<file path="config.mk">
export PLATFORM = sky130hd
export DESIGN_NAME = lmc_seq
export DESIGN_NICKNAME = d
export VERILOG_FILES = /design/src/rtl/lmc_seq.sv
export SDC_FILE = /design/constraint.sdc
export NUM_CORES = 1
export LEC_CHECK = 0
export ABC_AREA = 0
export BUFFER_PORTS_ARGS = -buffer_cell sky130_fd_sc_hd__clkbuf_2
export CORE_ASPECT_RATIO = 1.2
export CORE_MARGIN = 5
export CORE_UTILIZATION = 42
export DETAILED_ROUTE_END_ITERATION = 8
export GPL_TIMING_DRIVEN = 1
export PLACE_DENSITY = 0.65
export SLEW_MARGIN = 20
export SYNTH_ARGS = -nofsm -noshare
export SYNTH_HDL_FRONTEND = slang
export SYNTH_SLANG_ARGS = --single-unit
</file>
<file path="constraint.sdc">
create_clock -name timer555 -period 2.68 [get_ports timer555]
set_input_delay 0.402 -clock timer555 [delete_from_list [all_inputs] [get_ports timer555]]
set_output_delay 0.402 -clock timer555 [all_outputs]
set_load 0.01 [all_outputs]
</file>
<file path="src/rtl/lmc_seq.sv">
// LMC front-panel sequencer: manual program entry (LOAD) and fetch/execute (RUN)
// for a 16x8 synchronous program RAM with an 8-bit accumulator.
module lmc_seq #(
  parameter int ADDR_WIDTH = 4,
  parameter int DATA_WIDTH = 8
) (
  input  logic                  timer555,
  input  logic                  reset_count,
  input  logic                  run_sw,
  input  logic                  RAM_button,
  input  logic [DATA_WIDTH-1:0] data_in,
  input  logic [DATA_WIDTH-1:0] ram_rdata,
  output logic [ADDR_WIDTH-1:0] ram_addr,
  output logic                  ram_we,
  output logic [DATA_WIDTH-1:0] ram_wdata,
  output logic [ADDR_WIDTH-1:0] counter,
  output logic [DATA_WIDTH-1:0] acc,
  output logic [DATA_WIDTH-1:0] out_reg,
  output logic                  out_valid,
  output logic                  halted
);

  typedef enum logic [2:0] {
    S_LOAD, S_FETCH, S_FWAIT, S_DECODE, S_OPRD, S_OWAIT, S_EXEC, S_HALT
  } state_t;

  localparam logic [3:0] OP_ADD = 4'h1;
  localparam logic [3:0] OP_SUB = 4'h2;
  localparam logic [3:0] OP_STA = 4'h3;
  localparam logic [3:0] OP_LDA = 4'h5;
  localparam logic [3:0] OP_BRA = 4'h6;
  localparam logic [3:0] OP_BRZ = 4'h7;
  localparam logic [3:0] OP_BRP = 4'h8;
  localparam logic [3:0] OP_OUT = 4'h9;

  function automatic logic is_mem_op(input logic [3:0] op);
    return (op == OP_ADD) || (op == OP_SUB) || (op == OP_STA) || (op == OP_LDA);
  endfunction

  // MSB of the result is the borrow out of the subtraction.
  function automatic logic [DATA_WIDTH:0] sub_borrow(input logic [DATA_WIDTH-1:0] a,
                                                     input logic [DATA_WIDTH-1:0] b);
    return {1'b0, a} - {1'b0, b};
  endfunction

  state_t                r_state, w_state_nxt;
  logic [ADDR_WIDTH-1:0] r_counter, w_counter_nxt;
  logic [DATA_WIDTH-1:0] r_acc, w_acc_nxt;
  logic [DATA_WIDTH-1:0] r_out, w_out_nxt;
  logic                  r_outv, w_outv_nxt;
  logic                  r_neg, w_neg_nxt;
  logic                  r_we_q;
  logic [DATA_WIDTH-1:0] r_ir;
  logic                  r_run_p0, r_run_p1, r_run_p2;
  logic                  r_btn_p0, r_btn_p1, r_btn_p2;

  logic                  w_run, w_run_rise, w_btn_pulse, w_in_run;
  logic [3:0]            w_opcode, w_dec_op;
  logic [ADDR_WIDTH-1:0] w_operand;
  logic [DATA_WIDTH:0]   w_diff;

  assign w_run       = r_run_p1;
  assign w_run_rise  = r_run_p1 & ~r_run_p2;
  assign w_btn_pulse = r_btn_p1 & ~r_btn_p2;
  assign w_in_run    = (r_state != S_LOAD) && (r_state != S_HALT);
  assign w_opcode    = r_ir[DATA_WIDTH-1 -: 4];
  assign w_operand   = r_ir[ADDR_WIDTH-1:0];
  assign w_dec_op    = ram_rdata[DATA_WIDTH-1 -: 4];
  assign w_diff      = sub_borrow(r_acc, ram_rdata);

  assign counter   = r_counter;
  assign acc       = r_acc;
  assign out_reg   = r_out;
  assign out_valid = r_outv;

  always_comb begin
    w_state_nxt   = r_state;
    w_counter_nxt = r_counter;
    w_acc_nxt     = r_acc;
    w_neg_nxt     = r_neg;
    w_out_nxt     = r_out;
    w_outv_nxt    = 1'b0;
    ram_addr      = r_counter;
    ram_we        = 1'b0;
    ram_wdata     = r_acc;
    halted        = 1'b0;
    case (r_state)
      S_LOAD: begin
        // r_we_q keeps a panel write from abutting a STA write just before abort
        if (w_btn_pulse && !r_we_q) begin
          ram_we        = 1'b1;
          ram_wdata     = data_in;
          w_counter_nxt = r_counter + 1'b1;
        end
        if (w_run_rise) begin
          w_state_nxt   = S_FETCH;
          w_counter_nxt = '0;
          w_acc_nxt     = '0;
          w_neg_nxt     = 1'b0;
        end
      end
      S_FETCH:  w_state_nxt = S_FWAIT;
      S_FWAIT:  w_state_nxt = S_DECODE;
      S_DECODE: begin
        w_counter_nxt = r_counter + 1'b1;
        w_state_nxt   = is_mem_op(w_dec_op) ? S_OPRD : S_EXEC;
      end
      S_OPRD: begin
        ram_addr    = w_operand;
        w_state_nxt = S_OWAIT;
      end
      S_OWAIT: begin
        ram_addr    = w_operand;
        w_state_nxt = S_EXEC;
      end
      S_EXEC: begin
        ram_addr    = w_operand;
        w_state_nxt = S_FETCH;
        case (w_opcode)
          OP_ADD: begin w_acc_nxt = r_acc + ram_rdata; w_neg_nxt = 1'b0; end
          OP_SUB: begin w_acc_nxt = w_diff[DATA_WIDTH-1:0]; w_neg_nxt = w_diff[DATA_WIDTH]; end
          OP_STA: ram_we = 1'b1;
          OP_LDA: begin w_acc_nxt = ram_rdata; w_neg_nxt = 1'b0; end
          OP_BRA: w_counter_nxt = w_operand;
          OP_BRZ: if (r_acc == '0) w_counter_nxt = w_operand;
          OP_BRP: if (!r_neg) w_counter_nxt = w_operand;
          OP_OUT: begin w_out_nxt = r_acc; w_outv_nxt = 1'b1; end
          default: w_state_nxt = S_HALT;
        endcase
      end
      S_HALT: begin
        halted = 1'b1;
        if (!w_run) w_state_nxt = S_LOAD;
      end
      default: w_state_nxt = S_LOAD;
    endcase
    // Abort back to LOAD; any write already on the bus this cycle still completes.
    if (w_in_run && !w_run) begin
      w_state_nxt   = S_LOAD;
      w_counter_nxt = '0;
      w_acc_nxt     = r_acc;
      w_neg_nxt     = r_neg;
      w_out_nxt     = r_out;
      w_outv_nxt    = 1'b0;
    end
  end

  always_ff @(posedge timer555 or posedge reset_count) begin
    if (reset_count) begin
      r_state   <= S_LOAD;
      r_counter <= '0;
      r_acc     <= '0;
      r_neg     <= 1'b0;
      r_out     <= '0;
      r_outv    <= 1'b0;
      r_we_q    <= 1'b0;
      r_run_p0  <= 1'b0;
      r_run_p1  <= 1'b0;
      r_run_p2  <= 1'b0;
      r_btn_p0  <= 1'b0;
      r_btn_p1  <= 1'b0;
      r_btn_p2  <= 1'b0;
    end else begin
      r_state   <= w_state_nxt;
      r_counter <= w_counter_nxt;
      r_acc     <= w_acc_nxt;
      r_neg     <= w_neg_nxt;
      r_out     <= w_out_nxt;
      r_outv    <= w_outv_nxt;
      r_we_q    <= ram_we;
      r_run_p0  <= run_sw;
      r_run_p1  <= r_run_p0;
      r_run_p2  <= r_run_p1;
      r_btn_p0  <= RAM_button;
      r_btn_p1  <= r_btn_p0;
      r_btn_p2  <= r_btn_p1;
    end
  end

  always_ff @(posedge timer555) begin
    if (r_state == S_DECODE) r_ir <= ram_rdata;
  end

endmodule

</file>
==> impl_metrics.env <==
export IMPL_drt_first_pass_iters=4
export IMPL_num_antenna_cells=0
export IMPL_period_needed_ns=2.50
export IMPL_power_density_nw_per_um2=539
export IMPL_track_usage=0.174
export IMPL_ff2ff_path_depth=6
export IMPL_crit_required_ns=2.28
export IMPL_clk_path_buf_depth=2
export IMPL_synthAdderAreaFrac=0.0830
export IMPL_num_vias=2463
export IMPL_finalSetupViolCount=0
export IMPL_ys_seq_elements=40
export IMPL_numCtsBuffers=5
export IMPL_drive_gt1_frac=0.292
export IMPL_syn_inst=304
export IMPL_synthSimpleGateAreaFrac=0.199
export IMPL_cts_clk_slew_worst_paths_ns=0.08
export IMPL_ys_warn_count=0
export IMPL_layout_common_cells="clkbuf_2 (54), dfrtp_1 (32), nand2_1 (27), o21ai_0 (26), a21oi_1 (20)"
export IMPL_r2r_slack_ns=0.35
export IMPL_regToRegStartpoint="r_ir[5]$_DFFE_PP_"
export IMPL_clock_skew_ns=0.00445
export IMPL_cap_violations=0
export IMPL_cts_setup_buffers=0
export IMPL_ant_nets=0
export IMPL_wl_mm=7.30
export IMPL_area_growth_pct=14.6
export IMPL_seq_area_frac_synth=0.360
export IMPL_io_buffers=54
export IMPL_dieHeight_um=101
export IMPL_hpwl_mm=5.67
export IMPL_synth_mux_area_frac=0.0890
export IMPL_netlist_area_um2=2900
export IMPL_crit_type="flip-flop to output port"
export IMPL_cts_resized_gates=0
export IMPL_cp_num_buf_inv=2
export IMPL_max_freq_mhz=399
export IMPL_crit_family="flip-flops"
export IMPL_synthFlopType="dfrtp_1"
export IMPL_r2r_end="counter[0]$_DFFE_PP0P_"
export IMPL_vias_per_cell=5.52
export IMPL_drc=0
export IMPL_start_util=0.428
export IMPL_grt_max_degree=33
export IMPL_maxSlewHeadroom=0.486
export IMPL_hold_buffers=0
export IMPL_slew_viol_final=0
export IMPL_synth_compound_area_share=0.179
export IMPL_cp_slowest_cell="dfrtp_1"
export IMPL_coreArea_um2=6770
export IMPL_routedWlPerCell_um=16.4
export IMPL_num_rows=33
export IMPL_hold_path_class="primary input to asynchronous set/reset pin"
export IMPL_start_kind="flip-flop"
export IMPL_tns_ns=0
export IMPL_insertion_delay_ns=0.29
export IMPL_async_flop_share=0.800
export IMPL_cts_sinks=40
export IMPL_crit_arrival_ns=2.10
export IMPL_drt_iter0_drc=122
export IMPL_cts_tree="built"
export IMPL_status="completed"
export IMPL_worst_slew_pin_transition_ns=0.769
export IMPL_power_leakage_nw=1.59
export IMPL_finalHoldViolations=0
export IMPL_vdd_ir_drop_max_uv=296
export IMPL_postSynthAreaPerCell_um2=9.52
export IMPL_grt_pass1_wl_mm=11.9
export IMPL_final_util=0.490
export IMPL_num_io_pins=55
export IMPL_grt_pass1_vias=2402
export IMPL_clockRootBuffer="clkbuf_8"
export IMPL_fp_dieW_um=85.8
export IMPL_overflow=0
export IMPL_layout_commonest_cell="clkbuf_2"
export IMPL_fin_nets=396
export IMPL_globalplace_congestion=0.912
export IMPL_htreeDepth=2
export IMPL_antenna_found_initial=0
export IMPL_synth_top_family_by_area="simple AND/OR/NAND/NOR gates"
export IMPL_synth_fp_nets=342
export IMPL_path_cells="inv_1 > a21oi_1 > mux2_2 > clkbuf_2"
export IMPL_cp_slowest_stage_delay_ns=0.67
export IMPL_cp_num_cells=4
export IMPL_design_die_area_um2=8660
export IMPL_cp_end_kind="output port"
export IMPL_synth_xor_area_share=0.0212
export IMPL_min_period_over_period=0.934
export IMPL_synth_edf_count=8
export IMPL_path_max_fanout=16
export IMPL_synth_cell_types=64
export IMPL_grt_setup_unrepaired="no"
## cells in the mapped netlist (all sizes together) (2+ instances only)
library cell  count  area (um^2)
a211o             2         17.5
a21o              2         15.0
a21oi            20          100
a221oi            3         26.3
a22o              2         17.5
a31oi             2         12.5
and3              5         36.3
buf               2         12.5
bufbuf            2         65.1
clkbuf           15         66.3
dfrtp            32          801
edfxtp            8          240
fa                2         40.0
ha               16          200
inv              15         56.3
mux2             21          248
nand2            27          101
nand2b            9         56.3
nand3             6         30.0
nand3b            3         22.5
nor2             14         52.6
nor2b             8         50.1
nor3             10         55.1
nor3b             5         37.5
nor4b             2         17.5
o2111ai           2         17.5
o21ai            27          135
o21ba             2         20.0
o22ai             2         12.5
o31ai             4         30.0
or3               2         17.5
or4               2         18.8
or4b              2         20.0
xnor2             3         26.3
xor2              4         35.0
## report_power, final
part           switching, W  internal [W]  leakage (nW)  total (W)
Clock              0.000222      0.000209        0.0477   0.000431
Sequential        0.0000811      0.000674         0.498   0.000755
Combinational      0.000304      0.000297          1.04   0.000602
Total              0.000607       0.00118          1.59    0.00179
## cell type report
cell class	count	area, um^2
Clock buffer	6	82.6
Clock inverter	2	13.8
Fill cell	665	3450
Inverter	15	56.3
Multi-Input combinational cell	230	1650
Sequential cell	40	1040
Tap cell	87	109
Timing Repair Buffer	66	360
## metrics by stage
stage          worst slack (ns)  cells  instance area, um^2  hold WS [ns]  total power, W
2_1_floorplan             0.473    304                 2900         0.331         0.00124
3_3_place_gp              0.388    438                 3220         0.336         0.00136
3_5_place_dp              0.380    438                 3220         0.336         0.00137
4_1_cts                   0.193    446                 3320         0.178         0.00181
5_1_grt                  0.0685    446                 3320         0.197         0.00190
6_report                  0.176    446                 3320         0.168         0.00179
## logic make-up after synthesis
logic type / Yosys count
XOR/XNOR: 7
buffers and inverters: 34
AO/OA/AOI/OAI: 81
AND/OR/NAND/NOR: 102
multiplexers: 22
adder cells (fa/ha/maj): 18
flip-flops: 40
## how the worst max path moves through the flow
stage	slack, ns	to	from
3_5_place_dp	0.38	counter[0]$_DFFE_PP0P_	r_ir[5]$_DFFE_PP_
6_report	0.18	ram_addr[2]	r_state[2]$_DFFE_PP0P_
5_1_grt	0.07	ram_addr[0]	r_state[2]$_DFFE_PP0P_
2_1_floorplan	0.47	counter[0]$_DFFE_PP0P_	acc[4]$_DFFE_PP0P_
4_1_cts	0.19	ram_addr[2]	r_state[2]$_DFFE_PP0P_
3_3_place_gp	0.39	counter[0]$_DFFE_PP0P_	r_ir[5]$_DFFE_PP_
## tightest hold or removal path, cell delays in order
cell      delay [ns]
clkbuf_2        0.08
inv_1           0.04
buf_4           0.37
## per-layer routing
layer	share of wire	wire length [um]	global-route usage	vias up
met5	0	0	0	-
met4	0.024	174	0.0609	0
met3	0.035	259	0.0327	18
met2	0.50	3630	0.298	49
met1	0.44	3240	0.220	1184
li1	-	-	-	1212
(Power assumes the default switching activity.)
